`config.mk`:
```
export PLATFORM = sky130hd
export DESIGN_NAME = shift_seq_ctrl
export DESIGN_NICKNAME = d
export VERILOG_FILES = /design/src/rtl/shift_seq_ctrl.sv
export SDC_FILE = /design/constraint.sdc
export NUM_CORES = 1
export LEC_CHECK = 0
export ABC_AREA = 1
export CAP_MARGIN = 30
export CORE_MARGIN = 2
export CORE_UTILIZATION = 46
export DETAILED_ROUTE_END_ITERATION = 16
export HOLD_SLACK_MARGIN = 0.03
export MAX_ROUTING_LAYER = met4
export PLACE_DENSITY_LB_ADDON = 0.2
export SLEW_MARGIN = 20
export SYNTH_ARGS = -nofsm -noshare
export SYNTH_HDL_FRONTEND = slang
export SYNTH_SLANG_ARGS = --single-unit
```
`constraint.sdc`:
```
create_clock -name clk -period 1.68 [get_ports clk]
set_input_delay 0.336 -clock clk [delete_from_list [all_inputs] [get_ports clk]]
set_output_delay 0.336 -clock clk [all_outputs]
set_load 0.03 [all_outputs]
```
`src/rtl/shift_seq_ctrl.sv`:
```
// Iterative RV32 shift sequencer: one 1-bit step per cycle (or 4-bit when
// SHIFT_SEQ_STEP4_EN is defined), with valid/ready on both sides.
module shift_seq_ctrl #(
    parameter int XLEN    = 32,
    parameter int SHAMT_W = $clog2(XLEN)
) (
    input  logic               clk,
    input  logic               rst,
    input  logic               in_valid,
    output logic               in_ready,
    input  logic [XLEN-1:0]    in_data,
    input  logic [SHAMT_W-1:0] in_shamt,
    input  logic               in_right,
    input  logic               in_arith,
    input  logic               flush,
    output logic               out_valid,
    input  logic               out_ready,
    output logic [XLEN-1:0]    out_data,
    output logic               busy
);

    typedef enum logic [1:0] {
        IDLE  = 2'd0,
        SHIFT = 2'd1,
        DONE  = 2'd2
    } state_t;

    state_t             state_q, state_d;
    logic [XLEN-1:0]    data_q, data_d;
    logic [SHAMT_W-1:0] count_q, count_d;
    logic               right_q, right_d;
    logic               arith_q, arith_d;

    logic               use4;
    logic               fill;
    logic [SHAMT_W-1:0] step;
    logic [XLEN-1:0]    shifted;

`ifdef SHIFT_SEQ_STEP4_EN
    assign use4 = (count_q >= SHAMT_W'(4));
`else
    assign use4 = 1'b0;
`endif

    // Sign bit never changes during an arithmetic right shift, so the
    // live MSB is the latched sign.
    assign fill = right_q & arith_q & data_q[XLEN-1];
    assign step = use4 ? SHAMT_W'(4) : SHAMT_W'(1);

    always_comb begin
        shifted = data_q;
        if (use4) begin
            if (right_q)
                shifted = {{4{fill}}, data_q[XLEN-1:4]};
            else
                shifted = {data_q[XLEN-5:0], 4'b0000};
        end else begin
            if (right_q)
                shifted = {fill, data_q[XLEN-1:1]};
            else
                shifted = {data_q[XLEN-2:0], 1'b0};
        end
    end

    assign in_ready  = (state_q == IDLE) & ~flush;
    assign out_valid = (state_q == DONE);
    assign out_data  = data_q;
    assign busy      = (state_q != IDLE);

    always_comb begin
        state_d = state_q;
        data_d  = data_q;
        count_d = count_q;
        right_d = right_q;
        arith_d = arith_q;
        if (flush) begin
            state_d = IDLE;
            count_d = '0;
        end else begin
            unique case (state_q)
                IDLE: begin
                    if (in_valid) begin
                        data_d  = in_data;
                        count_d = in_shamt;
                        right_d = in_right;
                        arith_d = in_arith;
                        state_d = (in_shamt == '0) ? DONE : SHIFT;
                    end
                end
                SHIFT: begin
                    data_d  = shifted;
                    count_d = count_q - step;
                    if (count_q == step)
                        state_d = DONE;
                end
                DONE: begin
                    if (out_ready)
                        state_d = IDLE;
                end
                default: state_d = IDLE;
            endcase
        end
    end

    always_ff @(posedge clk or posedge rst) begin
        if (rst) begin
            state_q <= IDLE;
            data_q  <= '0;
            count_q <= '0;
            right_q <= 1'b0;
            arith_q <= 1'b0;
        end else begin
            state_q <= state_d;
            data_q  <= data_d;
            count_q <= count_d;
            right_q <= right_d;
            arith_q <= arith_d;
        end
    end

endmodule
```
==> impl_metrics.csv <==
group,metric,value,unit
outcome,run_status,"finished, final reports clean",
layout,final_cells,441,
setup_path,critPathSlowestCell,"dfrtp_1",
grt,grt_overflow,0,
placement,gp_congestion,0.911,
yosys,synth_nets,342,
grt,antenna_found_initial,0,
clock_tree,htreeDepth,2,
clock_tree,cts_tree,"yes",
timing,setup_viol,0,
pwr,vdd_drop_max,1.15,mV
setup_path,cpPeakStageDelay,390,ps
clock_tree,postCtsSetupRepairBufs,0,
timing,finalHoldWorstSlack,382,ps
route,ant_nets,0,
route,totalWireLength,6070,um
placement,hpwl,4300,um
yosys,yosysSeqAreaShare,42.6,%
layout,final_common_cell,"nand2_1",
clock_tree,clock_tree.buffer_depth,2,
floorplanning,start_util,47.5,%
setup_path,setup.worst_path.end_class,"output port",
flow_run,max_cap_violations,0,
pwr,p_leak,1.57,nW
floorplanning,row_count,26,
clock_tree,clock-sinks,41,
yosys,synth-warning-count,0,
yosys,syn_inst,296,
layout,area_delta_synth_final,38.6,%
yosys,syn_avg_cell_area,8.14,sq um
layout,final_util,65.8,%
route,drcViolationCount,0,
route,wl_per_cell,13.8,um
timing,drv_slew,0,
worst_hold_path,worstHoldPathType,"in2async",
grt,grt_max_degree,64,
yosys,synth-seq-cells,41,
clock_tree,path_clk_slew,80,ps
clock_tree,insertion_delay,290,ps
yosys,syn_area,2410,sq um
setup_path,worst-setup-path-type,"reg2out",
floorplanning,die-area,5830,sq um
timing,slew_headroom,75.6,%
layout,drive_gt1_share,8.63,%
route,via_per_inst,5.17,
grt,grt_pass1_vias,2211,
floorplanning,io_pins,79,
setup_path,critPathMaxFanout,2,
setup_path,crit_chain,"nor2_1 -> inv_1 -> dlygate4sd2_1",
timing,rsz0062_at_grt,"false",
setup_path,critical_path_arrival,1270,ps
route,drt_iter0_drc,160,
setup_path,worstPathRequired,1340,ps
layout,layout.nets,416,
grt,grt_pass1_wl,10400,um
timing,hold_violations,0,
floorplanning,die_h,76.4,um
timing,skew,4.69,ps
timing,final.min_clock_period,1600,ps
layout,antennaDiodeCount,0,
setup_path,crit_path_start_kind,"register",
timing,fin_crit_sh,95.3,%
timing,worst_slew_pin_slew,366,ps
route,dr.pass1.iters,5,
grt,grt_use_total,22.4,%
clock_tree,cts_made_buffers,5,
route,num_vias,2280,
placement,port_buffers,78,
floorplanning,die_w,76.4,um
yosys,ys_types,27,
timing,max_clock_freq,625,MHz
floorplanning,coreArea,5070,sq um
layout,layout_common_cells,"nand2_1 (50), inv_1 (44), clkdlybuf4s50_1 (43)",
pwr,p_per_area,1880,nW/um^2
placement,dp_cells,433,
clock_tree,cts_root_buf,"clkbuf_8",
flip-flops by register name, summed over array words and instances (netlist names):
signal and count:
out_data 32, count_q 5, state_q 2, arith_q 1
right_q 1
logic make-up (layout without fill, tap and decap cells):
kind of cell	after synthesis	after routing	synth area share (%)
AOI/OAI and AO/OA	114	114	31.2
adders and majority gates	2	2	1.04
buffers and inverters	68	143	13.2
DFF	41	41	42.6
and+or+nand+nor	71	71	12.0
report_power, final:
part           switching (mW)  leakage [nW]  total (mW)  internal, mW
Sequential              0.374         0.470        1.83          1.46
Clock                   0.335        0.0542       0.707         0.372
Combinational            2.41          1.04        3.74          1.32
Total                    3.12          1.57        6.27          3.15
routing by layer:
layer,track usage (%),vias up,wire (um)
met5,-,-,0
met1,30.3,1057,2960
met3,4.62,4,244
li1,-,1164,-
met4,7.09,0,42
met2,34.0,55,2830
Yosys cell counts (all sizes together):
master	count	area (sq um)
a21oi	32	179
a22oi	29	218
a31oi	1	6.26
buf	16	124
clkbuf	5	18.8
dfrtp	41	1030
ha	2	25.0
inv	47	176
nand2	50	188
nand3	5	25.0
nand3b	1	7.51
nand4	1	6.26
nor2	14	62.6
o211a	1	10.0
o211ai	29	218
o21ai	18	93.8
o21bai	1	7.51
o22ai	3	18.8
final cells by class:
| type | instances | area [sq um] |
|---|---|---|
| inverters | 47 | 179 |
| clock buffers | 7 | 96.3 |
| well taps | 70 | 87.6 |
| clock inverters | 1 | 5.00 |
| multi-input cells | 187 | 1070 |
| repair buffers | 88 | 871 |
| fillers | 425 | 1730 |
| flip-flops and latches | 41 | 1030 |
stage by stage:
stage	cell area (sq um)	total power [mW]	setup slack [ps]	setup TNS, ps
2_1_floorplan	2410	4.48	21.0	0
3_3_place_gp	3260	5.75	12.9	0
3_5_place_dp	3260	5.85	-41.9	-237
4_1_cts	3330	6.30	4.99	0
5_1_grt	3340	6.76	8.65	0
6_report	3340	6.27	78.8	0
worst paths after layout:
path / start / endpoint / slack (ps) / cells after the start
hold / removal: rst / out_data[23]$_DFFE_PP0P_ / 380 / 3
setup / recovery: state_q[1]$_DFFE_PP0P_ / busy / 80 / 3
hold reg to reg: arith_q$_DFFE_PP0P_ / arith_q$_DFFE_PP0P_ / 480 / 2
setup reg to reg: state_q[1]$_DFFE_PP0P_ / out_data[0]$_DFFE_PP0P_ / 230 / 6
min in group clk: arith_q$_DFFE_PP0P_ / arith_q$_DFFE_PP0P_ / 480 / 2
max in group asynchronous: rst / right_q$_DFFE_PP0P_ / 1080 / 3
repair_timing:
action,CTS,global route
endpoints found under the setup margin,30,7
gates resized for setup,30,6
hold buffers,0,0
worst max-delay path, delay by kind of cell (launching register included):
| family | cells | cell delay [ps] |
|---|---|---|
| buffers and inverters | 2 | 440 |
| flip-flops | 1 | 390 |
| AND/OR/NAND/NOR | 1 | 160 |
(Power assumes the default switching activity.)
